[config.mk]
export PLATFORM = sky130hd
export DESIGN_NAME = fpa_issue_arbiter_flat
export DESIGN_NICKNAME = d
export VERILOG_FILES = /design/src/rtl/fpa_issue_arbiter_if.sv /design/src/rtl/fpa_issue_arbiter.sv /design/src/flat_wrapper.sv
export SDC_FILE = /design/constraint.sdc
export NUM_CORES = 1
export LEC_CHECK = 0
export BUFFER_PORTS_ARGS = -buffer_cell sky130_fd_sc_hd__clkbuf_2
export CAP_MARGIN = 15
export CORE_AREA = 2 2 107 109
export CTS_CLUSTER_SIZE = 24
export DETAILED_ROUTE_END_ITERATION = 10
export DIE_AREA = 0 0 109 111
export GPL_ROUTABILITY_DRIVEN = 0
export PLACE_DENSITY = 0.79
export SYNTH_ARGS = -nofsm -noshare
export SYNTH_HDL_FRONTEND = slang
export SYNTH_SLANG_ARGS = --single-unit
[constraint.sdc]
create_clock -name clk_in -period 6.2 [get_ports clk_in]
set_input_delay 0.31 -clock clk_in [delete_from_list [all_inputs] [get_ports clk_in]]
set_output_delay 0.31 -clock clk_in [all_outputs]
set_load 0.01 [all_outputs]
[src/rtl/fpa_issue_arbiter_if.sv]
// Requester, adder and sequencer signals of the shared FP-adder issue arbiter.
// The slave modport is the arbiter side; master is the surrounding system.
interface fpa_issue_arbiter_if #(
    parameter int WIDTH = 32,
    parameter int CNT_W = 5
);
    logic             req0_valid_in;
    logic [WIDTH-1:0] req0_a_in;
    logic [WIDTH-1:0] req0_b_in;
    logic             req0_ready_out;
    logic             req1_valid_in;
    logic [WIDTH-1:0] req1_a_in;
    logic [WIDTH-1:0] req1_b_in;
    logic             req1_ready_out;
    logic [WIDTH-1:0] add_a_out;
    logic [WIDTH-1:0] add_b_out;
    logic             add_start_out;
    logic [WIDTH-1:0] add_result_in;
    logic             res0_valid_out;
    logic             res1_valid_out;
    logic [WIDTH-1:0] res_data_out;
    logic             drain_in;
    logic [CNT_W-1:0] inflight_out;
    logic             idle_out;

    modport slave (
        input  req0_valid_in, req0_a_in, req0_b_in,
        input  req1_valid_in, req1_a_in, req1_b_in,
        input  add_result_in, drain_in,
        output req0_ready_out, req1_ready_out,
        output add_a_out, add_b_out, add_start_out,
        output res0_valid_out, res1_valid_out, res_data_out,
        output inflight_out, idle_out
    );

    modport master (
        output req0_valid_in, req0_a_in, req0_b_in,
        output req1_valid_in, req1_a_in, req1_b_in,
        output add_result_in, drain_in,
        input  req0_ready_out, req1_ready_out,
        input  add_a_out, add_b_out, add_start_out,
        input  res0_valid_out, res1_valid_out, res_data_out,
        input  inflight_out, idle_out
    );
endinterface

[src/rtl/fpa_issue_arbiter.sv]
// Round-robin issue of two requesters into one pipelined FP adder; start one cycle after handshake, result pulse LATENCY+1 after it.
// Ready is withheld (same cycle) on drain or when MAX_INFLIGHT operations are outstanding; results are never back-pressured.
module fpa_issue_arbiter #(
    parameter int WIDTH        = 32,
    parameter int LATENCY      = 17,
    parameter int MAX_INFLIGHT = 18,
    parameter int CNT_W        = $clog2(LATENCY + 2)
) (
    input  logic               clk_in,
    input  logic               rst_in,
    fpa_issue_arbiter_if.slave bus
);
    typedef struct packed {
        logic vld;
        logic id;
    } tag_t;

    logic             last_grant_q, last_grant_d;
    logic [WIDTH-1:0] add_a_q, add_a_d;
    logic [WIDTH-1:0] add_b_q, add_b_d;
    logic             add_start_q, add_start_d;
    tag_t             tag_q [LATENCY];
    tag_t             tag_d [LATENCY];
    logic             res0_vld_q, res0_vld_d;
    logic             res1_vld_q, res1_vld_d;
    logic [CNT_W-1:0] inflight_q, inflight_d;

    logic can_issue;
    logic grant0, grant1;
    logic hs0, hs1, hs;
    logic retire;

    // Under contention the requester that did not win last time is granted.
    always_comb begin
        can_issue = !bus.drain_in && (inflight_q < CNT_W'(MAX_INFLIGHT));
        grant0    = 1'b0;
        grant1    = 1'b0;
        if (can_issue) begin
            if (bus.req0_valid_in && bus.req1_valid_in) begin
                grant0 = last_grant_q;
                grant1 = !last_grant_q;
            end else begin
                grant0 = bus.req0_valid_in;
                grant1 = bus.req1_valid_in;
            end
        end
    end

    assign hs0    = bus.req0_valid_in && grant0;
    assign hs1    = bus.req1_valid_in && grant1;
    assign hs     = hs0 || hs1;
    assign retire = res0_vld_q || res1_vld_q;

    always_comb begin
        add_a_d      = add_a_q;
        add_b_d      = add_b_q;
        add_start_d  = hs;
        last_grant_d = last_grant_q;
        if (hs0) begin
            add_a_d      = bus.req0_a_in;
            add_b_d      = bus.req0_b_in;
            last_grant_d = 1'b0;
        end else if (hs1) begin
            add_a_d      = bus.req1_a_in;
            add_b_d      = bus.req1_b_in;
            last_grant_d = 1'b1;
        end
    end

    // Tags shift every cycle in lock-step with the adder pipeline.
    always_comb begin
        tag_d[0] = '{vld: hs, id: hs1};
        for (int i = 1; i < LATENCY; i++) begin
            tag_d[i] = tag_q[i-1];
        end
    end

    assign res0_vld_d = tag_q[LATENCY-1].vld && !tag_q[LATENCY-1].id;
    assign res1_vld_d = tag_q[LATENCY-1].vld &&  tag_q[LATENCY-1].id;

    // Simultaneous issue and retire leave the count unchanged.
    always_comb begin
        inflight_d = inflight_q;
        if (hs && !retire) begin
            inflight_d = inflight_q + CNT_W'(1);
        end else if (!hs && retire && (inflight_q != '0)) begin
            inflight_d = inflight_q - CNT_W'(1);
        end
    end

    always_ff @(posedge clk_in) begin
        if (rst_in) begin
            last_grant_q <= 1'b1;
            add_a_q      <= '0;
            add_b_q      <= '0;
            add_start_q  <= 1'b0;
            res0_vld_q   <= 1'b0;
            res1_vld_q   <= 1'b0;
            inflight_q   <= '0;
            for (int i = 0; i < LATENCY; i++) begin
                tag_q[i] <= '0;
            end
        end else begin
            last_grant_q <= last_grant_d;
            add_a_q      <= add_a_d;
            add_b_q      <= add_b_d;
            add_start_q  <= add_start_d;
            res0_vld_q   <= res0_vld_d;
            res1_vld_q   <= res1_vld_d;
            inflight_q   <= inflight_d;
            for (int i = 0; i < LATENCY; i++) begin
                tag_q[i] <= tag_d[i];
            end
        end
    end

    assign bus.req0_ready_out = grant0;
    assign bus.req1_ready_out = grant1;
    assign bus.add_a_out      = add_a_q;
    assign bus.add_b_out      = add_b_q;
    assign bus.add_start_out  = add_start_q;
    assign bus.res0_valid_out = res0_vld_q;
    assign bus.res1_valid_out = res1_vld_q;
    assign bus.res_data_out   = bus.add_result_in;
    assign bus.inflight_out   = inflight_q;
    assign bus.idle_out       = (inflight_q == '0) && !add_start_q;
endmodule

[src/flat_wrapper.sv]
// flat-port wrapper written by rule: the top's interface ports become plain ports
module fpa_issue_arbiter_flat 
#(
    parameter int WIDTH        = 32,
    parameter int LATENCY      = 17,
    parameter int MAX_INFLIGHT = 18,
    parameter int CNT_W        = $clog2(LATENCY + 2)
)
  (clk_in, rst_in, bus_req0_valid_in, bus_req0_a_in, bus_req0_b_in, bus_req1_valid_in, bus_req1_a_in, bus_req1_b_in, bus_add_result_in, bus_drain_in, bus_req0_ready_out, bus_req1_ready_out, bus_add_a_out, bus_add_b_out, bus_add_start_out, bus_res0_valid_out, bus_res1_valid_out, bus_res_data_out, bus_inflight_out, bus_idle_out);
  fpa_issue_arbiter_if #(.WIDTH(WIDTH), .CNT_W(CNT_W)) bus_i ();
  input  logic clk_in;
  input  logic rst_in;
  input wire logic [$bits(bus_i.req0_valid_in)-1:0] bus_req0_valid_in;
  input wire logic [$bits(bus_i.req0_a_in)-1:0] bus_req0_a_in;
  input wire logic [$bits(bus_i.req0_b_in)-1:0] bus_req0_b_in;
  input wire logic [$bits(bus_i.req1_valid_in)-1:0] bus_req1_valid_in;
  input wire logic [$bits(bus_i.req1_a_in)-1:0] bus_req1_a_in;
  input wire logic [$bits(bus_i.req1_b_in)-1:0] bus_req1_b_in;
  input wire logic [$bits(bus_i.add_result_in)-1:0] bus_add_result_in;
  input wire logic [$bits(bus_i.drain_in)-1:0] bus_drain_in;
  output wire logic [$bits(bus_i.req0_ready_out)-1:0] bus_req0_ready_out;
  output wire logic [$bits(bus_i.req1_ready_out)-1:0] bus_req1_ready_out;
  output wire logic [$bits(bus_i.add_a_out)-1:0] bus_add_a_out;
  output wire logic [$bits(bus_i.add_b_out)-1:0] bus_add_b_out;
  output wire logic [$bits(bus_i.add_start_out)-1:0] bus_add_start_out;
  output wire logic [$bits(bus_i.res0_valid_out)-1:0] bus_res0_valid_out;
  output wire logic [$bits(bus_i.res1_valid_out)-1:0] bus_res1_valid_out;
  output wire logic [$bits(bus_i.res_data_out)-1:0] bus_res_data_out;
  output wire logic [$bits(bus_i.inflight_out)-1:0] bus_inflight_out;
  output wire logic [$bits(bus_i.idle_out)-1:0] bus_idle_out;
  assign bus_i.req0_valid_in = bus_req0_valid_in;
  assign bus_i.req0_a_in = bus_req0_a_in;
  assign bus_i.req0_b_in = bus_req0_b_in;
  assign bus_i.req1_valid_in = bus_req1_valid_in;
  assign bus_i.req1_a_in = bus_req1_a_in;
  assign bus_i.req1_b_in = bus_req1_b_in;
  assign bus_i.add_result_in = bus_add_result_in;
  assign bus_i.drain_in = bus_drain_in;
  assign bus_req0_ready_out = bus_i.req0_ready_out;
  assign bus_req1_ready_out = bus_i.req1_ready_out;
  assign bus_add_a_out = bus_i.add_a_out;
  assign bus_add_b_out = bus_i.add_b_out;
  assign bus_add_start_out = bus_i.add_start_out;
  assign bus_res0_valid_out = bus_i.res0_valid_out;
  assign bus_res1_valid_out = bus_i.res1_valid_out;
  assign bus_res_data_out = bus_i.res_data_out;
  assign bus_inflight_out = bus_i.inflight_out;
  assign bus_idle_out = bus_i.idle_out;
  fpa_issue_arbiter #(.WIDTH(WIDTH), .LATENCY(LATENCY), .MAX_INFLIGHT(MAX_INFLIGHT), .CNT_W(CNT_W)) u_core (.clk_in(clk_in), .rst_in(rst_in), .bus(bus_i));
endmodule
==> out/results.tsv, run 1 <==
metric	value	unit
crit_path_top_delay_cell	inv_2	
timing.rr.end	u_core.bus.add_b_out[27]$_SDFFE_PP0P_	
grt_pass1_wl	18260	µm
placedCellCount	806	
nNetsFinal	843	
final_common_cell	clkbuf_2	
die_h	111	µm
yosysWarnings	0	
cp-start-kind	flop	
portBuffers	207	
clockBufferDepth	2	
ir_drop	0.0001391	V
synthCells	524	
die-area	12100	µm²
critPathMaxStageDelay	0.78	ns
hold_path_startpoint	bus_req1_a_in[12]	
period_needed	2.682	ns
tns	0	ns
reg2reg_setup_slack	3.55	ns
synthFlopType	dfxtp_1	
synth.avg_cell_area	8.980	µm²
rr_startpoint	u_core.bus.inflight_out[1]$_SDFFE_PP0P_	
start_util	0.4248	
yosysUniqueCellTypes	33	
grt.overflow.total	0	
dr.first_iter.drc_count	257	
crit_arrival	2.37	ns
multi_input_area	2110	µm²
fin_skew	0.01077	ns
rr_worst_depth	5	
via_per_inst	5.141	
layout_setup_ws	3.518	ns
async_flop_share	0	
grt_max_degree	72	
cts_hold_buf	0	
core_region_area	11080	µm²
p_leak	2.660	nW
routed_wl	11350	µm
period_share	0.4326	
final_max_slew_viol_count	0	
synth_area_leader_cell	dfxtp_1	
setup_viol	0	
layout_common_cells	206 x clkbuf_2, 137 x nand2_1, 106 x dfxtp_1	
worst_pin_slew	1.101	ns
cts_tree	yes	
holdPathStages	3	
rsz0062_at_grt	false	
drtAntennaViolNets	0	
max_slew_margin	0.2663	
synth_top_area_share	0.4509	
place_ws	3.582	ns
critPathKind	reg2out	
clk_latency	0.35	ns
antenna_found_initial	0	
synth-edff-count	0	
grt_pass1_vias	4246	
hp-class	in2reg	
fmax	372.8	MHz
cts_setup_buffers	0	
wl_per_cell	13.81	µm
vias	4226	
cp.required	5.89	ns
status	complete, no violations	
synth_fp_nets	693	
dr.pass1.iters	4	
worstPathMaxFanout	66	
crit_chain	o31ai_4, nand4_1, inv_2, clkbuf_2	
antenna_cells	0	
syn2layout_area_growth	22.71	%
synth-seq-cells	106	
hold_slack	0.2046	ns
numCtsBuffers	9	
cts_resized	0	
end_kind	output pin	
clock-sinks	106	
regArea	2122	µm²
hpwl	8252	µm
ios	272	
clk_pin_slew_worst_paths	0.08	ns
drive_above_1_share	0.4006	
stdcell_count	822	
power.density	284.8	nW/µm²
gr-usage-all-layers	0.1871	
ys_seq_area_frac	0.4509	
drv_cap	0	
cts_root_buffer	clkbuf_16	
num_rows	39	
synth_area_leaders	dfxtp_1 45%, a311oi_2 13%, nand2_1 11%	
synthesis.area	4706	µm²
h-tree-depth	3	
min_to	u_core.bus.add_a_out[12]$_SDFFE_PP0P_	
fill_cells	1022	
die_w	109	µm
finalHoldViolCount	0	
drc	0	
==> critical path: cells and delay by family (launching register included) <==
family,cells,cell delay [ns]
compound gates,1,0.32
buf+inv,2,1.06
flops,1,0.39
simple gates,1,0.17
==> worst max-delay path by stage <==
stage,to,slack (ns),cells past startpoint,from
floorplan,u_core.bus.inflight_out[3]$_SDFFE_PP0P_,4.14,8,u_core.bus.inflight_out[1]$_SDFFE_PP0P_
CTS,bus_req0_ready_out,3.52,4,u_core.bus.inflight_out[1]$_SDFFE_PP0P_
detailed placement,u_core.bus.add_b_out[15]$_SDFFE_PP0P_,3.58,5,u_core.bus.inflight_out[1]$_SDFFE_PP0P_
finish,bus_req0_ready_out,3.52,4,u_core.bus.inflight_out[1]$_SDFFE_PP0P_
global placement,u_core.bus.add_b_out[24]$_SDFFE_PP0P_,3.71,5,u_core.bus.inflight_out[1]$_SDFFE_PP0P_
global route,u_core.bus.add_a_out[18]$_SDFFE_PP0P_,3.31,5,u_core.bus.inflight_out[1]$_SDFFE_PP0P_
==> through the flow <==
stage | cell area [µm²] | power (mW) | utilization
floorplan | 4706 | 1.012 | -
global placement | 5487 | 1.097 | 0.4953
detailed placement | 5487 | 1.112 | 0.4953
CTS | 5774 | 1.667 | 0.5213
global route | 5774 | 1.727 | 0.5213
finish | 5774 | 1.645 | 0.5213
==> cells by family after synthesis <==
group	Yosys count	share of synthesized area
flops	106	0.4509
compound gates	78	0.1938
fa+ha+maj	4	0.01223
simple gates	255	0.2287
buf+inv	75	0.1013
xor+xnor	1	0.001862
mux	5	0.01117
==> state kept, by name (all words and copies together) (netlist names) <==
| register | cells |
|---|---|
| u_core.bus.res0_valid_out | 1 |
| u_core.tag_q | 34 |
| u_core.bus.add_a_out | 32 |
| u_core.bus.add_b_out | 32 |
| u_core.bus.res1_valid_out | 1 |
| u_core.last_grant_q | 1 |
| u_core.bus.inflight_out | 5 |
==> Yosys cell counts (2+ instances only) <==
master / instances
inv_1: 3
nand3_1: 3
a311oi_2: 40
a21oi_1: 8
mux2i_1: 3
mux2_2: 2
a311oi_1: 24
nor2b_1: 34
clkbuf_1: 11
buf_2: 18
dfxtp_1: 106
buf_6: 5
ha_1: 3
buf_4: 36
nand2_1: 137
nor2_1: 69
and2_1: 3
nand2b_1: 2
and3_1: 3
==> metal layers <==
| metal | GRT usage | part of all wire | vias to the layer above | wire [µm] |
|---|---|---|---|---|
| li1 | - | - | 2044 | - |
| met4 | 0.1188 | 0.040 | 0 | 452 |
| met1 | 0.1893 | 0.39 | 1965 | 4439 |
| met3 | 0.04115 | 0.069 | 37 | 788 |
| met2 | 0.3379 | 0.50 | 180 | 5673 |
| met5 | 0 | 0 | - | 0 |
==> final cells by class <==
cell class,instances,area share
clock buffer,11,0.04204
clock inverter,5,0.007801
inverter,4,0.002600
multi-input combinational,343,0.3653
sequential,106,0.3675
tap,143,0.03099
timing repair buffer,210,0.1837
==> power by group <==
| part | switching, mW | total (mW) | internal [mW] |
|---|---|---|---|
| Clock | 0.261 | 0.551 | 0.290 |
| Combinational | 0.190 | 0.330 | 0.140 |
| Sequential | 0.0339 | 0.764 | 0.730 |
Power figures use the tool's default switching activity.
==> inputs of run 2 (changes only) <==
--- a/config.mk
+++ b/config.mk
@@ -7,12 +7,13 @@
 export LEC_CHECK = 0
 export BUFFER_PORTS_ARGS = -buffer_cell sky130_fd_sc_hd__clkbuf_2
 export CAP_MARGIN = 15
-export CORE_AREA = 2 2 107 109
+export CORE_ASPECT_RATIO = 1.4
+export CORE_MARGIN = 2
+export CORE_UTILIZATION = 44
 export CTS_CLUSTER_SIZE = 24
 export DETAILED_ROUTE_END_ITERATION = 10
-export DIE_AREA = 0 0 109 111
 export GPL_ROUTABILITY_DRIVEN = 0
-export PLACE_DENSITY = 0.79
+export PLACE_DENSITY = 0.8
 export SYNTH_ARGS = -nofsm -noshare
 export SYNTH_HDL_FRONTEND = slang
 export SYNTH_SLANG_ARGS = --single-unit
==> constraint.sdc (replaced) <==
create_clock -name clk_in -period 2.6 [get_ports clk_in]
set_input_delay 0.13 -clock clk_in [delete_from_list [all_inputs] [get_ports clk_in]]
set_output_delay 0.13 -clock clk_in [all_outputs]
set_load 0.01 [all_outputs]
==> run 2 against run 1 <==
  * First-iteration DRC count down 38%
  * Critical path depth up 4
  * Routed wire length up 0.34%
  * Cell count down 0.12%
  * Sequential power up 140%
  * Sequential cell count unchanged
  * Via count down 0.59%
  * Design area up 1.3%
  * Core utilization up 4.1 points
  * Setup slack worse by 3.3 ns
  * Global-route usage up 0.85 points
  * Power up 140%
  * Largest power group unchanged
  * Highest routed layer unchanged
==> out/results.tsv, run 2 (synthesis gave the netlist of run 1 again) <==
metric	value	unit	change
dr.first_iter.drc_count	159		-38%
fin_area	5849	µm²	+1.3%
end_kind	flop		
fill_cells	936		-8.4%
portBuffers	207		unchanged
top_register	u_core.tag_q		
antenna_cells	0		unchanged
numCtsBuffers	9		unchanged
hpwl	8203	µm	-0.60%
final_max_slew_viol_count	0		unchanged
hp-class	in2reg		
fin_skew	0.008353	ns	-0.002412 ns
vias	4201		-0.59%
period_needed	2.352	ns	
finalHoldViolCount	0		unchanged
drc	0		unchanged
die-area	11550	µm²	-4.5%
antenna_found_initial	0		unchanged
grt.overflow.total	0		unchanged
clk_latency	0.34	ns	about the same
utilization	0.5622		+0.04088
routed_wl	11390	µm	+0.34%
syn2layout_area_growth	24.30	%	
power.density	681.1	nW/µm²	+140%
clock-sinks	106		unchanged
drive_above_1_share	0.4041		+0.003510
core_region_area	10410	µm²	-6.1%
num_rows	44		+13%
crit_chain	o31ai_4, and3_1, inv_1, ha_1, a21oi_1, nand2_1, a211o_1, o311ai_0		
fmax	425.2	MHz	
tns	0	ns	unchanged
cts_root_buffer	clkbuf_16		
cp.depth	8		+4
multi_input_area	2110	µm²	unchanged
crit_path_top_delay_cell	dfxtp_1		
cts_tree	yes		
die_w	91.40	µm	-16%
cp_num_buf_inv	1		-1
ios	272		unchanged
rsz0062_at_grt	false		
clockBufferDepth	2		unchanged
grt_pass1_wl	18830	µm	+3.1%
layout_common_cells	206 x clkbuf_2, 137 x nand2_1, 106 x dfxtp_1		
largest_reg_flops	34		unchanged
period_share	0.9045		
ir_drop	0.0003141	V	+130%
gr-usage-all-layers	0.1956		+0.008507
critPathMaxStageDelay	0.40	ns	-0.38 ns
p_leak	2.698	nW	+1.4%
cpLargestDelayFamily	compound AO/OA/AOI/OAI gates		
drv_cap	0		unchanged
worst_pin_slew	0.5665	ns	-0.5341 ns
placed_area	5548	µm²	+1.1%
cp-start-kind	flop		
h-tree-depth	3		unchanged
final_common_cell	clkbuf_2		
nNetsFinal	847		+0.47%
cts_hold_buf	0		unchanged
wl_per_cell	13.88	µm	+0.47%
setup_viol	0		unchanged
dr.pass1.iters	5		+1
crit_arrival	2.58	ns	+0.21 ns
cts_setup_buffers	0		unchanged
cp.required	2.83	ns	-3.06 ns
rr_worst_depth	8		+3
start_util	0.4523		+0.02743
holdPathStages	3		unchanged
via_per_inst	5.117		-0.47%
worstPathMaxFanout	6		-91%
max_slew_margin	0.6223		+0.3561
grt_max_degree	69		-4.2%
grt_pass1_vias	4103		-3.4%
reg2reg_setup_slack	0.25	ns	-3.30 ns
regArea	2122	µm²	unchanged
status	complete, no violations		
critPathKind	reg2reg		
cts_resized	0		unchanged
clk_pin_slew_worst_paths	0.07	ns	about the same
drtAntennaViolNets	0		unchanged
die_h	126.4	µm	+14%
## run 2: worst reg2reg max path: cells and delay by family, from the launching register on
| family | cells | cell delay [ns] |
|---|---|---|
| AND/OR/NAND/NOR | 2 | 0.39 |
| AO/OA/AOI/OAI | 4 | 1.00 |
| adder cells (fa/ha/maj) | 1 | 0.35 |
| flip-flops | 1 | 0.40 |
| buffers and inverters | 1 | 0.13 |
## run 2: final timing paths
kind / start / end
max: u_core.bus.inflight_out[1]$_SDFFE_PP0P_ / u_core.bus.inflight_out[4]$_SDFFE_PP0P_
min: bus_req0_a_in[19] / u_core.bus.add_a_out[19]$_SDFFE_PP0P_
max reg2reg: u_core.bus.inflight_out[1]$_SDFFE_PP0P_ / u_core.bus.inflight_out[4]$_SDFFE_PP0P_
min reg2reg: u_core.tag_q[0][15]$_SDFF_PP0_ / u_core.tag_q[0][17]$_SDFF_PP0_
## run 2: layer usage
layer / global-route usage / vias up / share of wire
met4: 0.07576 / 0 / 0.022
met5: 0 / - / 0
met2: 0.3447 / 163 / 0.51
met1: 0.2300 / 1958 / 0.40
li1: - / 2052 / -
met3: 0.04335 / 28 / 0.061
## run 2: per-stage QoR
| stage | hold WS (ns) | power (mW) | instances | setup slack [ns] |
|---|---|---|---|---|
| 4_1_cts | 0.02274 | 4.030 | 821 | 0.2857 |
| 3_5_place_dp | 0.2601 | 2.666 | 805 | 0.3259 |
| 2_1_floorplan | 0.2890 | 2.413 | 524 | 0.5377 |
| 6_report | 0.03455 | 3.984 | 821 | 0.2483 |
| 3_3_place_gp | 0.2601 | 2.628 | 805 | 0.4449 |
| 5_1_grt | 0.03291 | 4.195 | 821 | 0.07503 |
## run 2: cell type report
class / instances / area share
Multi-Input combinational cell: 343 / 0.3606
Clock inverter: 6 / 0.01241
Inverter: 4 / 0.002567
Timing Repair Buffer: 214 / 0.1929
Clock buffer: 10 / 0.03914
Sequential cell: 106 / 0.3628
Tap cell: 138 / 0.02952
## run 2: report_power, final
group          internal [mW]  leakage, nW  switching, mW
logic                  0.347         1.68          0.461
registers               1.74        0.870         0.0796
clock network          0.757        0.144          0.599
==> inputs of run 3 (changes only) <==
--- a/config.mk
+++ b/config.mk
@@ -7,13 +7,13 @@
 export LEC_CHECK = 0
 export BUFFER_PORTS_ARGS = -buffer_cell sky130_fd_sc_hd__clkbuf_2
 export CAP_MARGIN = 15
-export CORE_ASPECT_RATIO = 1.4
-export CORE_MARGIN = 2
-export CORE_UTILIZATION = 44
+export CORE_MARGIN = 1.5
+export CORE_UTILIZATION = 45
+export CTS_BUF_LIST = sky130_fd_sc_hd__clkbuf_4 sky130_fd_sc_hd__clkbuf_8
 export CTS_CLUSTER_SIZE = 24
 export DETAILED_ROUTE_END_ITERATION = 10
 export GPL_ROUTABILITY_DRIVEN = 0
-export PLACE_DENSITY = 0.8
+export PLACE_DENSITY = 0.82
 export SYNTH_ARGS = -nofsm -noshare
 export SYNTH_HDL_FRONTEND = slang
 export SYNTH_SLANG_ARGS = --single-unit
==> run 3 against run 2 <==
  * Die area down 4.1%
  * Count of clock-buffer cells in the layout decreased by 1
  * Non-clock buffer count is 37 higher
  * Sequential cell count unchanged
  * Register-to-register slack got worse by 0.11 ns
  * Clock power decreased by 27%
  * Maximum frequency decreased by 4.7%
  * Largest cell class unchanged
  * Largest power group unchanged
==> out/results.tsv, run 3 (synthesis gave the netlist of run 1 again) <==
metric	value	unit	change
grt_max_degree	65		-5.8%
fin_skew	0.009767	ns	+0.001413 ns
ios	272		unchanged
multi_input_area	2110	µm²	unchanged
hold_slack	0.01546	ns	-0.01908 ns
setup_viol	0		unchanged
top_register	u_core.tag_q		
drv_cap	0		unchanged
die_w	105.3	µm	+15%
dr.pass1.iters	4		-1
p_leak	2.827	nW	+4.8%
drive_above_1_share	0.3861		-0.01799
gr-usage-all-layers	0.2291		+0.03346
final_max_slew_viol_count	0		unchanged
regArea	2122	µm²	unchanged
grt_pass1_wl	20620	µm	+9.5%
h-tree-depth	3		unchanged
critPathMaxStageDelay	0.60	ns	+0.20 ns
die-area	11080	µm²	-4.1%
core_region_area	10230	µm²	-1.7%
grt_pass1_vias	4463		+8.8%
end_kind	flop		
fin_area	6103	µm²	+4.3%
wl_per_cell	15.08	µm	+8.7%
fmax	405.5	MHz	-4.7%
routed_wl	12910	µm	+13%
via_per_inst	5.146		+0.57%
layout_common_cells	206 x clkbuf_2, 137 x nand2_1, 106 x dfxtp_1		
period_needed	2.466	ns	+0.1147 ns
cp-start-kind	flop		
drtAntennaViolNets	0		unchanged
numCtsBuffers	9		unchanged
crit_arrival	2.78	ns	+0.20 ns
final_common_cell	clkbuf_2		
rsz0062_at_grt	false		
clockBufferDepth	2		unchanged
antenna_found_initial	0		unchanged
clock-sinks	106		unchanged
fill_cells	837		-11%
clk_latency	0.36	ns	+0.02 ns
status	complete, no violations		
worst_pin_slew	0.5096	ns	-0.05693 ns
nNetsFinal	884		+4.4%
hp-class	in2reg		
cts_root_buffer	clkbuf_8		
ir_drop	0.0003141	V	about the same
finalHoldViolCount	0		unchanged
worstPathMaxFanout	29		+23
portBuffers	207		unchanged
totalPowerFinal	3.688	mW	-7.4%
clk_pin_slew_worst_paths	0.11	ns	+0.04 ns
syn2layout_area_growth	29.70	%	
critPathKind	reg2reg		
period_share	0.9486		+0.04412
tns	0	ns	unchanged
cp.required	2.91	ns	+0.08 ns
cts_tree	yes		
die_h	105.3	µm	-17%
antenna_cells	0		unchanged
hpwl	8831	µm	+7.7%
largest_reg_flops	34		unchanged
dr.first_iter.drc_count	263		+65%
grt.overflow.total	0		unchanged
placed_area	5540	µm²	-0.14%
utilization	0.5966		+0.03438
drc	0		unchanged
power.density	604.3	nW/µm²	-11%
crit_chain	o31ai_4, nand4_1, inv_2, buf_4, nand2_1, a311oi_1, dlygate4sd3_1		
start_util	0.4599		+0.007688
vias	4405		+4.9%
max_slew_margin	0.6603		+0.03796
crit_path_top_delay_cell	dlygate4sd3_1		
num_rows	37		-16%
-- run 3: cell type report --
type                    instances  share of cell area
repair buffers                251              0.2437
well taps                     136             0.02788
multi-input cells             343              0.3456
clock inverters                 7             0.01230
inverters                       4            0.002460
flip-flops and latches        106              0.3477
clock buffers                   9             0.02030
-- run 3: final timing paths --
| path | end | cells after the start | startpoint | slack (ns) |
|---|---|---|---|---|
| min | u_core.bus.add_a_out[18]$_SDFFE_PP0P_ | 3 | bus_req0_a_in[18] | 0.02 |
| max reg2reg | u_core.bus.add_a_out[12]$_SDFFE_PP0P_ | 7 | u_core.bus.inflight_out[1]$_SDFFE_PP0P_ | 0.13 |
| max | u_core.bus.add_a_out[12]$_SDFFE_PP0P_ | 7 | u_core.bus.inflight_out[1]$_SDFFE_PP0P_ | 0.13 |
| min reg2reg | u_core.bus.res0_valid_out$_SDFF_PP0_ | 1 | u_core.tag_q[0][32]$_SDFF_PP0_ | 0.44 |
-- run 3: worst max-delay path: cells and delay by family, from the launching register on --
kind	cells	cell delay (ns)
and+or+nand+nor	2	0.31
AOI/OAI and AO/OA	2	0.67
DFF	1	0.42
buffers and inverters	3	1.02
-- run 3: per-stage QoR --
step                setup slack, ns  std cells
global placement             0.4711        804
finish                       0.1336        856
floorplan                    0.5377        524
CTS                          0.2183        856
global route                0.01053        856
detailed placement           0.3465        804
-- run 3: what timing repair did --
item                                    in CTS  in global routing
resized for setup                            0                  1
hold endpoints to repair                    21                  0
hold buffers                                36                  0
buffers inserted                             0                  0
endpoints found under the setup margin       0                  3
-- run 3: metal layers --
metal | track usage | up-vias | share of wire
li1 | - | 2124 | -
met1 | 0.2463 | 2054 | 0.38
met2 | 0.4188 | 196 | 0.52
met3 | 0.05628 | 31 | 0.075
met4 | 0.1086 | 0 | 0.034
met5 | 0 | - | 0
-- run 3: power breakdown --
part / internal (mW) / switching, mW / total [mW]
Clock: 0.375 / 0.618 / 0.994
Sequential: 1.74 / 0.0817 / 1.82
Combinational: 0.394 / 0.479 / 0.873
Total: 2.51 / 1.18 / 3.69
